`config.mk`:
```
export PLATFORM = sky130hd
export DESIGN_NAME = hazard_controller
export DESIGN_NICKNAME = d
export VERILOG_FILES = /design/src/rtl/riscv_pkg.sv /design/src/rtl/mem_wait_timer.sv /design/src/rtl/hazard_controller.sv
export SDC_FILE = /design/constraint.sdc
export NUM_CORES = 1
export LEC_CHECK = 0
export ABC_AREA = 1
export CAP_MARGIN = 5
export CORE_ASPECT_RATIO = 1.75
export CORE_MARGIN = 4
export CORE_UTILIZATION = 46
export CTS_CLUSTER_SIZE = 10
export DETAILED_ROUTE_END_ITERATION = 7
export PLACE_DENSITY = 0.77
export SLEW_MARGIN = 20
export SYNTH_ARGS = -nofsm -noshare
export SYNTH_HDL_FRONTEND = slang
export SYNTH_SLANG_ARGS = --single-unit
```
`constraint.sdc`:
```
create_clock -name clk -period 3.3 [get_ports clk]
set_input_delay 0.825 -clock clk [delete_from_list [all_inputs] [get_ports clk]]
set_output_delay 0.825 -clock clk [all_outputs]
set_load 0.01 [all_outputs]
```
`src/rtl/riscv_pkg.sv`:
```
// Shared definitions for the 5-stage RISC-V core: hazard-controller state
// encoding, the canonical NOP and the memory-wait timer width.
package riscv_pkg;

  localparam int TIMER_W = 16;

  // addi x0, x0, 0
  localparam logic [31:0] NOP_INSN = 32'h0000_0013;

  typedef enum logic [1:0] {
    RUN      = 2'd0,
    MEM_WAIT = 2'd1,
    MEM_ERR  = 2'd2
  } hz_state_e;

endpackage

```
`src/rtl/mem_wait_timer.sv`:
```
// Loadable, saturating count of MEM_WAIT cycles; expired flags count == TIMEOUT.
module mem_wait_timer
  import riscv_pkg::*;
#(
  parameter int unsigned TIMEOUT = 255
) (
  input  logic clk,
  input  logic reset,
  input  logic clear,
  input  logic load,
  input  logic enable,
  output logic expired
);

  localparam logic [TIMER_W-1:0] TIMEOUT_C = TIMER_W'(TIMEOUT);
  localparam logic [TIMER_W-1:0] ONE_C     = TIMER_W'(1);
  localparam logic [TIMER_W-1:0] MAX_C     = '1;

  logic [TIMER_W-1:0] count_q, count_d;

  // NOTE: next-state logic assigns a default first so no latch is inferred.
  always_comb begin
    count_d = count_q;
    if (clear) begin
      count_d = '0;
    end else if (load) begin
      count_d = ONE_C;
    end else if (enable && count_q != MAX_C) begin
      count_d = count_q + ONE_C;
    end
  end

  // NOTE: sequential state uses non-blocking assignments only.
  always_ff @(posedge clk or posedge reset) begin
    if (reset) begin
      count_q <= '0;
    end else begin
      count_q <= count_d;
    end
  end

  assign expired = (count_q == TIMEOUT_C);

endmodule

```
`src/rtl/hazard_controller.sv`:
```
// Stall/bubble/flush sequencing for the 5-stage pipeline with a memory watchdog.
// Optional HAZCTRL_PERF_CNT_EN adds stall_cycles / flush_count counters.
module hazard_controller
  import riscv_pkg::*;
#(
  parameter int unsigned TIMEOUT = 255
) (
  input  logic        clk,
  input  logic        reset,
  input  logic [4:0]  ifid_rs1,
  input  logic [4:0]  ifid_rs2,
  input  logic        ifid_use_rs1,
  input  logic        ifid_use_rs2,
  input  logic        idex_memread,
  input  logic [4:0]  idex_rd,
  input  logic        branch_taken,
  input  logic        exmem_memreq,
  input  logic        dmem_ready,
  output logic        pc_stall,
  output logic        ifid_stall,
  output logic        idex_stall,
  output logic        exmem_stall,
  output logic        ifid_flush,
  output logic        idex_bubble,
  output logic        memwb_bubble,
  output logic        mem_err
`ifdef HAZCTRL_PERF_CNT_EN
  ,
  output logic [31:0] stall_cycles,
  output logic [31:0] flush_count
`endif
);

  hz_state_e state_q, state_d;
  logic      active_q, active_d;
  logic      hz, expired;
  logic      tmr_clear, tmr_load, tmr_enable;
  logic      freeze, redirect, abort;

  assign hz = idex_memread && (idex_rd != 5'd0) &&
              ((ifid_use_rs1 && ifid_rs1 == idex_rd) ||
               (ifid_use_rs2 && ifid_rs2 == idex_rd));

  mem_wait_timer #(.TIMEOUT(TIMEOUT)) u_timer (
    .clk     (clk),
    .reset   (reset),
    .clear   (tmr_clear),
    .load    (tmr_load),
    .enable  (tmr_enable),
    .expired (expired)
  );

  // active_q keeps the first cycle after reset silent and the FSM parked in RUN.
  always_comb begin
    state_d    = state_q;
    active_d   = 1'b1;
    tmr_clear  = 1'b0;
    tmr_load   = 1'b0;
    tmr_enable = 1'b0;
    freeze     = 1'b0;
    redirect   = 1'b0;
    abort      = 1'b0;
    if (active_q) begin
      unique case (state_q)
        RUN: begin
          if (exmem_memreq && !dmem_ready) begin
            freeze   = 1'b1;
            tmr_load = 1'b1;
            state_d  = MEM_WAIT;
          end else begin
            redirect = 1'b1;
          end
        end
        MEM_WAIT: begin
          if (dmem_ready) begin
            redirect  = 1'b1;
            tmr_clear = 1'b1;
            state_d   = RUN;
          end else begin
            freeze = 1'b1;
            if (expired) state_d = MEM_ERR;
            else         tmr_enable = 1'b1;
          end
        end
        MEM_ERR: begin
          abort     = 1'b1;
          tmr_clear = 1'b1;
          state_d   = RUN;
        end
        default: state_d = RUN;
      endcase
    end
  end

  always_ff @(posedge clk or posedge reset) begin
    if (reset) begin
      state_q  <= RUN;
      active_q <= 1'b0;
    end else begin
      state_q  <= state_d;
      active_q <= active_d;
    end
  end

  // A taken branch squashes the dependent instruction, so it masks the load-use stall.
  assign pc_stall     = freeze || (redirect && !branch_taken && hz);
  assign ifid_stall   = pc_stall;
  assign idex_stall   = freeze;
  assign exmem_stall  = freeze;
  assign ifid_flush   = (redirect && branch_taken) || abort;
  assign idex_bubble  = (redirect && (branch_taken || hz)) || abort;
  assign memwb_bubble = freeze || abort;
  assign mem_err      = abort;

`ifdef HAZCTRL_PERF_CNT_EN
  logic [31:0] stall_cycles_q, stall_cycles_d;
  logic [31:0] flush_count_q, flush_count_d;

  always_comb begin
    stall_cycles_d = stall_cycles_q;
    flush_count_d  = flush_count_q;
    if (pc_stall && stall_cycles_q != 32'hFFFF_FFFF) stall_cycles_d = stall_cycles_q + 32'd1;
    if (ifid_flush && flush_count_q != 32'hFFFF_FFFF) flush_count_d = flush_count_q + 32'd1;
  end

  always_ff @(posedge clk or posedge reset) begin
    if (reset) begin
      stall_cycles_q <= '0;
      flush_count_q  <= '0;
    end else begin
      stall_cycles_q <= stall_cycles_d;
      flush_count_q  <= flush_count_d;
    end
  end

  assign stall_cycles = stall_cycles_q;
  assign flush_count  = flush_count_q;
`endif

endmodule
```
==> results_tabular.tex, run 1 <==
\begin{tabular}{lr}
\hline
Metric & Value \\
\hline
\multicolumn{2}{l}{\textbf{Status}} \\
\quad Status & complete, no violations \\
\multicolumn{2}{l}{\textbf{Synthesis}} \\
\quad Total nets after synthesis & 294 \\
\quad Combinational family with the most area after synthesis & simple AND/OR/NAND/NOR gates \\
\quad Cell area after synthesis & 1710 um2 \\
\quad Number of cells produced by synthesis & 266 \\
\quad Adder and majority gate portion of the synthesized area & 0.0367 \\
\quad Post-Syn Area per Cell & 6.42 um2 \\
\quad Xor-xnor portion of the synthesized cell area & 0.0411 \\
\quad Area fraction in compound gates after synthesis & 0.0682 \\
\quad Proportion of synthesized area in mux cells & 0 \\
\quad Number of distinct library cells after synthesis & 29 \\
\quad Share of the yosys chip area belonging to registers & 0.279 \\
\quad Synth Warn \# & 0 \\
\quad Basic-gate share of the synthesized area counting and, or, nand and nor cells & 0.462 \\
\quad Flop and latch count out of synthesis & 19 \\
\multicolumn{2}{l}{\textbf{Timing}} \\
\quad Setup repair after global routing missed its margin & no \\
\quad Highest Clock Rate & 318 MHz \\
\quad Total count of max-transition violations in the final report & 0 \\
\quad Final worst path period share & 0.953 \\
\quad Slew headroom & 0.490 \\
\quad Final worst clock skew & 0.00726 ns \\
\quad Setup-violating endpoint count in the final report & 0 \\
\quad Tightest hold margin & 0.519 ns \\
\quad Hold violation count in the final report & 0 \\
\quad Final Critical Period & 3.14 ns \\
\quad Actual transition at the worst max-transition pin & 0.764 ns \\
\quad Setup tns final & 0 ns \\
\multicolumn{2}{l}{\textbf{Power and ir drop}} \\
\quad Leakage power & 1.08 nW \\
\quad Tot Pwr & 0.923 mW \\
\quad Power per standard cell area & 439 nW/um2 \\
\quad Maximum resistive drop on vdd & 0.375 mV \\
\multicolumn{2}{l}{\textbf{GRT}} \\
\quad Grt met1 use & 0.192 \\
\quad Grt ovf & 0 \\
\quad GR Layer Usage met3 & 0.0287 \\
\quad Global router's overall resource usage & 0.200 \\
\quad Layer with the highest usage after global routing & met2 \\
\quad Number of antenna violations at the first check in global routing & 0 \\
\quad M2 GR Usage & 0.393 \\
\quad Pin count of the biggest net entering global routing & 20 \\
\quad Via count of the first global-routing pass & 1731 \\
\quad Wire length of the first global-routing pass & 7090 um \\
\multicolumn{2}{l}{\textbf{CTS}} \\
\quad Number of buffers on the longest clock path & 2 \\
\quad CTS buffer count & 3 \\
\quad Clock latency on the worst-skew pair & 0.26 ns \\
\quad CTS Root Buffer Type & clkbuf\_8 \\
\quad CTS sink count & 19 \\
\quad CTS tree & done \\
\quad Htree depth & 1 \\
\quad Clock slew at reported path FFs & 0.08 ns \\
\quad Post-CTS Hold Fix Bufs & 0 \\
\multicolumn{2}{l}{\textbf{Worst hold path}} \\
\quad Type of the worst min-delay path & flop to flop \\
\multicolumn{2}{l}{\textbf{Floorplan}} \\
\quad Die extent in y & 88.6 um \\
\quad Initial standard-cell utilization of the core & 0.475 \\
\quad Die area & 4790 um2 \\
\quad Number of placed I/O pins & 31 \\
\quad Horizontal extent of the die & 54.0 um \\
\quad Core area & 3590 um2 \\
\quad Cell Rows & 29 \\
\multicolumn{2}{l}{\textbf{Cells and area}} \\
\quad Area added between synthesis and finish & 23.2\% \\
\quad Final non-filler cell area & 2100 um2 \\
\quad Share of layout cells above drive strength 1 & 0.0836 \\
\quad Final net count & 328 \\
\quad Final design utilization & 0.586 \\
\quad Number of diodes & 0 \\
\quad Total of fill cells in the finished design & 347 \\
\multicolumn{2}{l}{\textbf{Place}} \\
\quad GPL Wtd Cong & 0.883 \\
\quad Post-DP HPWL & 3350 um \\
\quad Placement-stage cell area & 2050 um2 \\
\quad PortBufs & 30 \\
\multicolumn{2}{l}{\textbf{Route}} \\
\quad Wire length reported by the detailed router & 4250 um \\
\quad Total vias in the final route & 1803 \\
\quad Number of design-rule violations left by the first detailed-router iteration & 34 \\
\quad Routed length per instance & 12.3 um \\
\quad DRT antenna net count & 0 \\
\quad Per-cell via count in the routed design & 5.23 \\
\quad Router iterations before antenna repair & 4 \\
\quad Post-route DRC & 0 \\
\multicolumn{2}{l}{\textbf{Setup path}} \\
\quad Data required time of the worst path & 2.47 ns \\
\quad Crit-path slowest cell & clkdlybuf4s50\_1 \\
\quad CP cell instances & clkdlybuf4s50\_1 > inv\_1 > buf\_4 > nand4\_4 > inv\_4 > a21oi\_2 > nand2\_1 > clkdlybuf4s50\_1 \\
\quad CP bufs+invs & 5 \\
\quad Most used cell, CP & clkdlybuf4s50\_1 \\
\quad Element type at the critical path end & output port \\
\quad CP top delay family & buffers and inverters \\
\quad Maximum single-stage delay on the critical path & 0.50 ns \\
\quad Critical path data arrival time & 2.32 ns \\
\quad Critical path start-end classification & primary input to output port \\
\quad Maximum fanout along the worst path & 3 \\
\quad Worst Setup Start Kind & primary input \\
\multicolumn{2}{l}{\textbf{Flow run}} \\
\quad Total of max-cap violations & 0 \\
\hline
\end{tabular}
-- through the flow --
| step | setup WS [ns] | cells |
|---|---|---|
| after floorplan | 0.787 | 266 |
| after global placement | -0.0758 | 341 |
| after detailed placement | -0.123 | 341 |
| after CTS | 0.00842 | 345 |
| after global routing | 0.0610 | 345 |
| final | 0.155 | 345 |
-- metal layers --
layer / vias up / part of all wire / wire length, um
met5: - / 0 / 0
met4: 0 / 0.031 / 133
met3: 12 / 0.039 / 168
met2: 47 / 0.56 / 2390
met1: 824 / 0.37 / 1570
li1: 920 / - / -
-- state kept, by name, indices dropped and copies added, names as in the netlist --
register and cells:
u_timer.count_q 16, state_q 2, active_q 1
-- placed cells by master (no fill, tap or decap), drive strengths merged, types with 4 or more instances in the layout --
cell type       n
nor2           44
clkbuf          4
o21ai           9
buf             6
xor2            6
nand3          34
clkdlybuf4s50  26
ha              5
nand2          78
inv            34
nor3            5
o21bai          4
nand4           7
dfrtp          19
a21oi           4
-- final cells by class --
class / instances / area [um2] / share of cell area
multi-input cells: 206 / 1040 / 0.497
flip-flops and latches: 19 / 475 / 0.226
repair buffers: 36 / 348 / 0.165
inverters: 34 / 133 / 0.0631
well taps: 46 / 57.6 / 0.0274
clock buffers: 4 / 45.0 / 0.0214
-- synthesized netlist by cell type, drive strengths merged --
cell type / n / area [um2]
conb: 1 / 3.75
nand3: 34 / 170
o21bai: 4 / 30.0
buf: 7 / 57.6
nor2: 44 / 173
a21oi: 4 / 20.0
a21o: 1 / 7.51
nand2: 78 / 308
ha: 5 / 62.6
o21ai: 9 / 45.0
nand4: 7 / 73.8
o22ai: 1 / 6.26
or2: 1 / 8.76
nor4: 3 / 18.8
a21boi: 1 / 7.51
inv: 34 / 133
nor3: 5 / 36.3
xor2: 6 / 52.6
dfrtp: 19 / 475
xnor2: 2 / 17.5
-- kinds of logic after synthesis --
family / count (synthesis)
compound gates: 20
xor+xnor: 8
fa+ha+maj: 5
buf+inv: 41
flops: 19
other cells: 1
simple gates: 172
-- final timing paths --
kind	startpoint	endpoint	slack (ns)	depth (start not counted)
hold reg to reg	state_q[0]$_DFFE_PP0P_	state_q[0]$_DFFE_PP0P_	0.52	2
min in group asynchronous	reset	state_q[0]$_DFFE_PP0P_	0.99	2
setup / recovery	dmem_ready	memwb_bubble	0.16	8
max in group asynchronous	reset	u_timer.count_q[4]$_DFFE_PP0P_	1.82	2
setup reg to reg	state_q[0]$_DFFE_PP0P_	u_timer.count_q[15]$_DFFE_PP0P_	1.38	10
hold / removal	state_q[0]$_DFFE_PP0P_	state_q[0]$_DFFE_PP0P_	0.52	2
-- tightest hold or removal path: stages (launching register included) --
cell	delay [ns]
dfrtp_1	0.38
nand2_1	0.06
nand2_1	0.05
-- what timing repair did --
item,CTS,global route
resized for setup,5,3
setup endpoints to repair,4,5
pin swaps,3,0
gates cloned,0,0
buffers inserted,0,0
-- power breakdown --
group	total, mW	switching [mW]	internal (mW)
clock network	0.167	0.0809	0.0859
registers	0.313	0.0436	0.269
logic	0.444	0.260	0.184
Note: power is estimated with default switching activity, not from simulation.
==> inputs of run 2 (changes only) <==
Settings changed: CTS_CLUSTER_SIZE 10 to 25, SLEW_MARGIN 20 to default.
==> results of run 2 <==
No change in the layout: final DEF, timing and power equal those of run 1.
==> inputs of run 3 (changes only) <==
Settings changed: CTS_CLUSTER_DIAMETER from default to 80.
==> results of run 3 <==
No change in the layout: final DEF, timing and power equal those of run 1.
